<file path="src/rtl/debug_display_pkg.sv">
// rtl/debug_display_pkg.sv - shared types for the debug display scanner
package debug_display_pkg;

    typedef enum logic [1:0] {
        MODE_MANUAL = 2'b00,
        MODE_AUTO   = 2'b01,
        MODE_STEP   = 2'b10,
        MODE_RSVD   = 2'b11
    } mode_t;

    typedef logic [3:0] nibble_t;

endpackage

</file>
<file path="src/rtl/channel_sequencer.sv">
// rtl/channel_sequencer.sv - channel index register with manual/auto/step selection
module channel_sequencer
    import debug_display_pkg::*;
#(
    parameter int NUM_CH = 6,
    parameter int DWELL  = 50000000,
    parameter int SEL_W  = $clog2(NUM_CH)
) (
    input  logic             clk_i,
    input  logic             rst_i,
    input  logic [SEL_W-1:0] sel_i,
    input  mode_t            mode_i,
    input  logic             step_i,
    output logic [SEL_W-1:0] index_o,
    output logic             sel_invalid_o
);

    localparam int CNT_W = (DWELL > 1) ? $clog2(DWELL) : 1;

    logic [SEL_W-1:0] index_q, index_d;
    logic [SEL_W-1:0] index_next;
    logic [SEL_W-1:0] sel_clamped;
    logic [CNT_W-1:0] cnt_q, cnt_d;
    mode_t            mode_q;
    logic             sel_valid;

    // Switch value range check and clamp; the clamp is only used on mode entry
    always_comb begin
        sel_valid   = (32'(sel_i) < NUM_CH);
        sel_clamped = sel_valid ? sel_i : SEL_W'(NUM_CH - 1);
        index_next  = (index_q == SEL_W'(NUM_CH - 1)) ? '0 : index_q + 1'b1;
    end

    // Next index/counter: a mode change reloads from the switches before any advance
    always_comb begin
        index_d = index_q;
        cnt_d   = '0;
        if (mode_i != mode_q) begin
            index_d = sel_clamped;
        end else begin
            case (mode_i)
                MODE_AUTO: begin
                    if (cnt_q == CNT_W'(DWELL - 1)) begin
                        index_d = index_next;
                    end else begin
                        cnt_d = cnt_q + 1'b1;
                    end
                end
                MODE_STEP: begin
                    if (step_i) begin
                        index_d = index_next;
                    end
                end
                default: begin
                    if (sel_valid) begin
                        index_d = sel_i;
                    end
                end
            endcase
        end
    end

    // Index, dwell counter and previous-mode registers
    always_ff @(posedge clk_i or posedge rst_i) begin
        if (rst_i) begin
            index_q <= '0;
            cnt_q   <= '0;
            mode_q  <= MODE_MANUAL;
        end else begin
            index_q <= index_d;
            cnt_q   <= cnt_d;
            mode_q  <= mode_i;
        end
    end

    assign index_o       = index_q;
    assign sel_invalid_o = ~sel_valid;

endmodule

</file>
<file path="src/rtl/debug_display_scanner.sv">
// rtl/debug_display_scanner.sv - debug bus selector with freeze snapshot feeding hex digits
module debug_display_scanner
    import debug_display_pkg::*;
#(
    parameter int NUM_CH = 6,
    parameter int WIDTH  = 16,
    parameter int DWELL  = 50000000,
    localparam int DIGITS = (WIDTH + 3) / 4,
    localparam int SEL_W  = $clog2(NUM_CH)
) (
    input  logic                          clk_i,
    input  logic                          rst_i,
    input  logic [NUM_CH-1:0][WIDTH-1:0]  channels_i,
    input  logic [SEL_W-1:0]              sel_i,
    input  logic [1:0]                    mode_i,
    input  logic                          step_i,
    input  logic                          freeze_i,
    output logic [DIGITS-1:0][3:0]        digits_o,
    output logic [SEL_W-1:0]              ch_index_o,
    output logic                          frozen_o,
    output logic                          sel_error_o
);

    mode_t                       mode;
    logic [SEL_W-1:0]            index;
    logic                        sel_invalid;
    logic [NUM_CH-1:0][WIDTH-1:0] snap_q;
    logic                        frozen_q;
    logic                        sel_error_q, sel_error_d;
    logic [WIDTH-1:0]            src_word;
    logic [DIGITS*4-1:0]         padded;
    nibble_t [DIGITS-1:0]        digits_q, digits_d;
    logic [SEL_W-1:0]            ch_index_q;

    assign mode = mode_t'(mode_i);

    channel_sequencer #(
        .NUM_CH (NUM_CH),
        .DWELL  (DWELL),
        .SEL_W  (SEL_W)
    ) u_seq (
        .clk_i         (clk_i),
        .rst_i         (rst_i),
        .sel_i         (sel_i),
        .mode_i        (mode),
        .step_i        (step_i),
        .index_o       (index),
        .sel_invalid_o (sel_invalid)
    );

    // Snapshot bank loads on the freeze rising edge and holds otherwise
    always_ff @(posedge clk_i or posedge rst_i) begin
        if (rst_i) begin
            snap_q <= '0;
        end else if (freeze_i && !frozen_q) begin
            snap_q <= channels_i;
        end
    end

    // Registered freeze level; doubles as the previous value for edge detection
    always_ff @(posedge clk_i or posedge rst_i) begin
        if (rst_i) begin
            frozen_q <= 1'b0;
        end else begin
            frozen_q <= freeze_i;
        end
    end

    // Source mux, zero-extension to whole nibbles, blanking on a bad switch value
    always_comb begin
        src_word           = frozen_q ? snap_q[index] : channels_i[index];
        padded             = '0;
        padded[WIDTH-1:0]  = src_word;
        digits_d           = sel_error_q ? '0 : padded;
        sel_error_d        = ((mode == MODE_MANUAL) || (mode == MODE_RSVD)) && sel_invalid;
    end

    // Output registers
    always_ff @(posedge clk_i or posedge rst_i) begin
        if (rst_i) begin
            digits_q    <= '0;
            ch_index_q  <= '0;
            sel_error_q <= 1'b0;
        end else begin
            digits_q    <= digits_d;
            ch_index_q  <= index;
            sel_error_q <= sel_error_d;
        end
    end

    assign digits_o    = digits_q;
    assign ch_index_o  = ch_index_q;
    assign frozen_o    = frozen_q;
    assign sel_error_o = sel_error_q;

endmodule
</file>
<file path="config.mk">
export PLATFORM = sky130hd
export DESIGN_NAME = debug_display_scanner
export DESIGN_NICKNAME = d
export VERILOG_FILES = /design/src/rtl/debug_display_pkg.sv /design/src/rtl/channel_sequencer.sv /design/src/rtl/debug_display_scanner.sv
export SDC_FILE = /design/constraint.sdc
export NUM_CORES = 1
export LEC_CHECK = 0
export CAP_MARGIN = 40
export CORE_UTILIZATION = 30
export DETAILED_ROUTE_END_ITERATION = 8
export GPL_ROUTABILITY_DRIVEN = 0
export PLACE_DENSITY_LB_ADDON = 0.3
export SKIP_LAST_GASP = 1
export SLEW_MARGIN = 10
export SYNTH_ARGS = -nofsm -noshare
export SYNTH_HDL_FRONTEND = slang
export SYNTH_SLANG_ARGS = --single-unit
export TNS_END_PERCENT = 100
</file>
<file path="constraint.sdc">
create_clock -name clk_i -period 5.4 [get_ports clk_i]
set_input_delay 1.35 -clock clk_i [delete_from_list [all_inputs] [get_ports clk_i]]
set_output_delay 1.35 -clock clk_i [all_outputs]
set_load 0.05 [all_outputs]
</file>
## After elaboration in Yosys (flattened, before gate mapping)

Index checks and enable logic that the tools add are counted.

| cells by class | value |
|---|---|
| mux-type cells | 16 |
| add/subtract/negate cells | 2 |
| bitwise operators | 1 |
| reductions and logical operators | 7 |
| $lt $le $gt $ge | 2 |
| equal/unequal tests | 8 |

Operators by type and width:

| cell | count |
|---|---|
| $bmux 16 s3 | 2 |
| $mux 26 | 3 |
| $mux 16 | 4 |
| $add 26x1->26 const B | 1 |
| $eq 26x26->1 const B | 1 |
| $mux 3 | 6 |
| $pmux 3 s2 | 1 |
| $eq 2x2->1 const B | 2 |
| $lt 3x4->1 const B | 1 |
| $reduce_bool 4->1 | 1 |
| $add 3x1->3 const B | 1 |
| $eq 3x3->1 const B | 1 |
| $lt 3x3->1 const B | 1 |
| $ne 3x1->1 const B | 1 |
| $ne 3x2->1 const B | 1 |
| $reduce_and 3->1 | 1 |
| $eq 2x1->1 const B | 1 |
| $logic_and 1x1->1 | 2 |
| $logic_not 2->1 | 1 |
| $ne 2x2->1 | 1 |
| $logic_not 1->1 | 1 |
| $logic_or 1x1->1 | 1 |
| $not 1->1 | 1 |

| word-level totals | value |
|---|---|
| register bits | 148 |
| output and inout bits | 21 |

## Longest topological paths before layout

| depth | value |
|---|---|
| depth in word-level cells | 5 |
| mapped depth | 7 |
| mapped depth without buffers | 6 |

## Modules after synthesis

Synthesis repeated with hierarchy kept, for this count alone.

| unflattened totals | value |
|---|---|
| cells, all modules | 545 |
| area, all modules | 7,457.2 um^2 |

Modules (own cells, without submodules):

| module | cells each | area each (um^2) | instances |
|---|---|---|---|
| debug_display_scanner | 377 | 5,794.3 | 1 |
| channel_sequencer | 168 | 1,662.8 | 1 |

## Worst setup path after synthesis

Ideal clock, no wire load.

| path | value |
|---|---|
| path kind | input port to flip-flop |
| start | input freeze_i |
| end | register snap_q[32] (netlist bit) |
| stages on the path | 5 |
| setup slack | 2,730 ps |
| path buffers | 3 |
| arrival time | 2,545 ps |
| path through | nor2b_1 > clkbuf_1 > clkbuf_1 > buf_2 > mux2_2 |

| between the ends | value |
|---|---|
| word-level cells in the longest chain between the ends | 1 |

RTL lines:

| element | line | RTL |
|---|---|---|
| start: declaration | debug_display_scanner.sv:17 | `input logic freeze_i,` |
| $logic_and 1x1->1 | debug_display_scanner.sv:55 | `end else if (freeze_i && !frozen_q) begin` |
| end signal: assignment | debug_display_scanner.sv:56 | `snap_q <= channels_i;` |
| end: declaration | debug_display_scanner.sv:27 | `logic [NUM_CH-1:0][WIDTH-1:0] snap_q;` |

No other way between the ends.
A chain may end at the register's enable or synchronous reset.

## Worst setup path after layout

| path | value |
|---|---|
| start | register sel_error_q (netlist: sel_error_o) |
| end | output sel_error_o |

RTL lines:

| element | line | RTL |
|---|---|---|
| start: declaration | debug_display_scanner.sv:29 | `logic sel_error_q, sel_error_d;` |
| start signal: assignment | debug_display_scanner.sv:87 | `sel_error_q <= sel_error_d;` |
| end: declaration | debug_display_scanner.sv:21 | `output logic sel_error_o` |

No word-level cell between the ends.

==> flow_metrics.env <==
export IMPL_die_w_um=158.8
export IMPL_seqPwrFrac=0.389
export IMPL_met3_length_um=846
export IMPL_grt_pass1_vias=5415
export IMPL_power_frac_clock=0.371
export IMPL_cp_end_kind="primary output"
export IMPL_grtUsageTotal=0.1545
export IMPL_rrSetupSlack_ns=2.83
export IMPL_cts_tree="yes"
export IMPL_synthCells=564
export IMPL_hp_class="reg2reg"
export IMPL_worstSetupPathType="reg2out"
export IMPL_grt_ovfl_total=0
export IMPL_drt_wl_total_mm=18.65
export IMPL_drc_errors=0
export IMPL_drive_above_1_share=0.2547
export IMPL_drt_initial_drc_count=196
export IMPL_nFillCells=2288
export IMPL_rows=57
export IMPL_fmax_mhz=281.8
export IMPL_first_pass_iters=4
export IMPL_seqCellArea_mm2=0.003707
export IMPL_antenna_found_initial=1
export IMPL_postCtsSetupRepairBufs=0
export IMPL_post_cts_resized=0
export IMPL_layout_nets=787
export IMPL_skew_ns=0.008257
export IMPL_synth_cell_types=35
export IMPL_htree_levels=4
export IMPL_rr_startpoint="u_seq.cnt_q[0]$_DFF_PP0_"
export IMPL_critPathMaxStageDelay_ns=0.95
export IMPL_clk_pin_slew_ns=0.06
export IMPL_ir_drop_mv=0.1763
export IMPL_dieArea_mm2=0.02521
export IMPL_crit_arrival_ns=2.20
export IMPL_setup_violations=0
export IMPL_internal_power_mw=2.528
export IMPL_rsz0062_at_grt="false"
export IMPL_relSlewSlack=0.4292
export IMPL_tightest_slew_ns=0.8561
export IMPL_cp_start_kind="flop"
export IMPL_min_period_over_period=0.6571
export IMPL_ys_seq_area_frac=0.5022
export IMPL_min_period_ns=3.548
export IMPL_cp_max_fo=17
export IMPL_outcome="finished clean"
export IMPL_grt_pass1_wl_mm=29.96
export IMPL_cp_data_required_time_ns=4.05
export IMPL_yosys_top_cells_area="dfrtp_1 (50%), mux2_2 (15%), mux4_2 (9.8%), mux2i_1 (4.8%), xor2_1 (2.1%)"
export IMPL_switchingPower_mw=0.9637
export IMPL_detail_route_antenna_nets=0
export IMPL_power_frac_comb=0.240
export IMPL_worstHoldStart="snap_q[46]$_DFFE_PP0P_"
export IMPL_num_io_pins=126
export IMPL_tns_ns=0
export IMPL_top_layer="met4"
export IMPL_hold_ws_ns=0.4994
export IMPL_clockRootBuffer="clkbuf_16"
export IMPL_crit_buf_inv=1
export IMPL_ys_flop_type="dfrtp_1"
export IMPL_synth_top_area_frac=0.5022
export IMPL_cts_path_max_buffers=2
export IMPL_area_growth_pct=30.84
export IMPL_port_buffers=125
export IMPL_reg2reg_depth=7
export IMPL_slowest_stage="clkdlybuf4s50_1"
export IMPL_yosys_area_top_type="dfrtp_1"
export IMPL_vias=4977
export IMPL_initial_utilization=0.3041
export IMPL_viasPerCell=4.899
export IMPL_multi_input_comb_area_mm2=0.003468
export IMPL_wl_met2_mm=8.916
export IMPL_swShare=0.2760
export IMPL_wl_met1_mm=8.614
export IMPL_synth_nets=673
export IMPL_p_leak_nw=3.902
export IMPL_power_density_mw_per_mm2=361.9
export IMPL_synth_area_mm2=0.007375
export IMPL_async_flop_share=1.000
export IMPL_r2r_end="u_seq.index_o[0]$_DFFE_PP0P_"
export IMPL_hold_viol_final=0
export IMPL_holdPathStages=1
export IMPL_slew_violations=0
export IMPL_max_cap_violations=0
export IMPL_avgSynthCellArea_um2=13.08
export IMPL_clock_latency_ns=0.42
export IMPL_critical_path_cell_chain="clkdlybuf4s50_1"
export IMPL_routedWlPerCell_um=18.36
export IMPL_grt_max_degree=74
export IMPL_hold_path_endpoint="snap_q[46]$_DFFE_PP0P_"
export IMPL_cts_buffers_inserted=17
export IMPL_die_h_um=158.8
export IMPL_design_core_area_mm2=0.02425
export IMPL_yosys_warnings=0
export IMPL_dpl_hpwl_mm=13.51
export IMPL_cts_hold_buf=0
export IMPL_cts_sinks=148
export IMPL_synth_edff_count=0
export IMPL_path_delay_family="buffers and inverters"
export IMPL_ys_seq_elements=148
[metrics by stage]
stage | worst slack, ns | total power, mW | cell area, um2 | utilization | std cells
finish | 1.852 | 3.492 | 9649 | 0.3979 | 1016
global route | 1.800 | 3.652 | 9649 | 0.3979 | 1016
CTS | 1.832 | 3.533 | 9647 | 0.3978 | 1015
detailed placement | 2.078 | 2.224 | 8991 | 0.3708 | 983
global placement | 2.109 | 2.185 | 8917 | 0.3678 | 979
floorplan | 0.07031 | 1.921 | 7375 | - | 564
[worst max path at each step]
stage                                     start                           end  cells after the start
final                     sel_error_o$_DFF_PP0_                   sel_error_o                      1
after global routing      sel_error_o$_DFF_PP0_                   sel_error_o                      1
after CTS                 sel_error_o$_DFF_PP0_                   sel_error_o                      1
after detailed placement              mode_i[1]  u_seq.index_o[0]$_DFFE_PP0P_                      7
after global placement       frozen_o$_DFF_PP0_                      frozen_o                      1
after floorplan                           rst_i       ch_index_o[0]$_DFF_PP0_                      1
[cell usage after synthesis (all sizes together) (17+ instances only)]
library cell    n
mux2          100
o21ai          18
buf            24
a211oi         17
mux4           32
mux2i          35
nor2           30
xor2           18
nand2          26
dfrtp         148
[registers in the layout, summed over array words and instances, names as in the netlist]
signal	count
frozen_o	1
u_seq.index_o	3
u_seq.cnt_q	26
snap_q	96
ch_index_o	3
u_seq.mode_q	2
sel_error_o	1
digits_o	16
[logic make-up after synthesis]
| family | Yosys count | synth area share |
|---|---|---|
| AND/OR/NAND/NOR | 101 | 0.06719 |
| multiplexers | 167 | 0.2979 |
| flip-flops | 148 | 0.5022 |
| buffers and inverters | 46 | 0.02850 |
| adder cells (fa/ha/maj) | 4 | 0.006787 |
| XOR/XNOR | 25 | 0.02969 |
| AO/OA/AOI/OAI | 73 | 0.06770 |
[area by class of cell]
class / count / area share
flip-flops and latches: 148 / 0.3842
multi-input cells: 370 / 0.3594
repair buffers: 135 / 0.1433
clock buffers: 24 / 0.05303
well taps: 324 / 0.04201
clock inverters: 8 / 0.01491
inverters: 6 / 0.002853
diodes: 1 / 0.0002593
[cell usage in the layout (no fill, tap or decap), drive strengths merged, types with 8 or more instances in the layout]
cell type and n:
mux2 100, dfrtp 148, nand3 8, xor2 18, and3 8, nand4 13
o21bai 16, clkbuf 24, clkdlybuf4s50 125, a211oi 17, nand2 26, mux2i 35
o21ai 18, o22ai 16, mux4 32, buf 10, nor2 30
[layer usage]
| layer | GRT usage | vias up |
|---|---|---|
| met1 | 0.2108 | 2551 |
| met4 | 0.05252 | 0 |
| li1 | - | 2305 |
| met5 | 0 | - |
| met2 | 0.2384 | 103 |
| met3 | 0.03788 | 18 |
[power groups by stage]
stage / Sequential, mW / Clock (mW) / Combinational (mW)
final: 1.36 / 1.30 / 0.839
after global routing: 1.38 / 1.38 / 0.897
after CTS: 1.36 / 1.33 / 0.848
after detailed placement: 1.38 / 0 / 0.845
after global placement: 1.39 / 0 / 0.799
after floorplan: 1.46 / 0 / 0.462
Note: power is estimated with default switching activity, not from simulation.
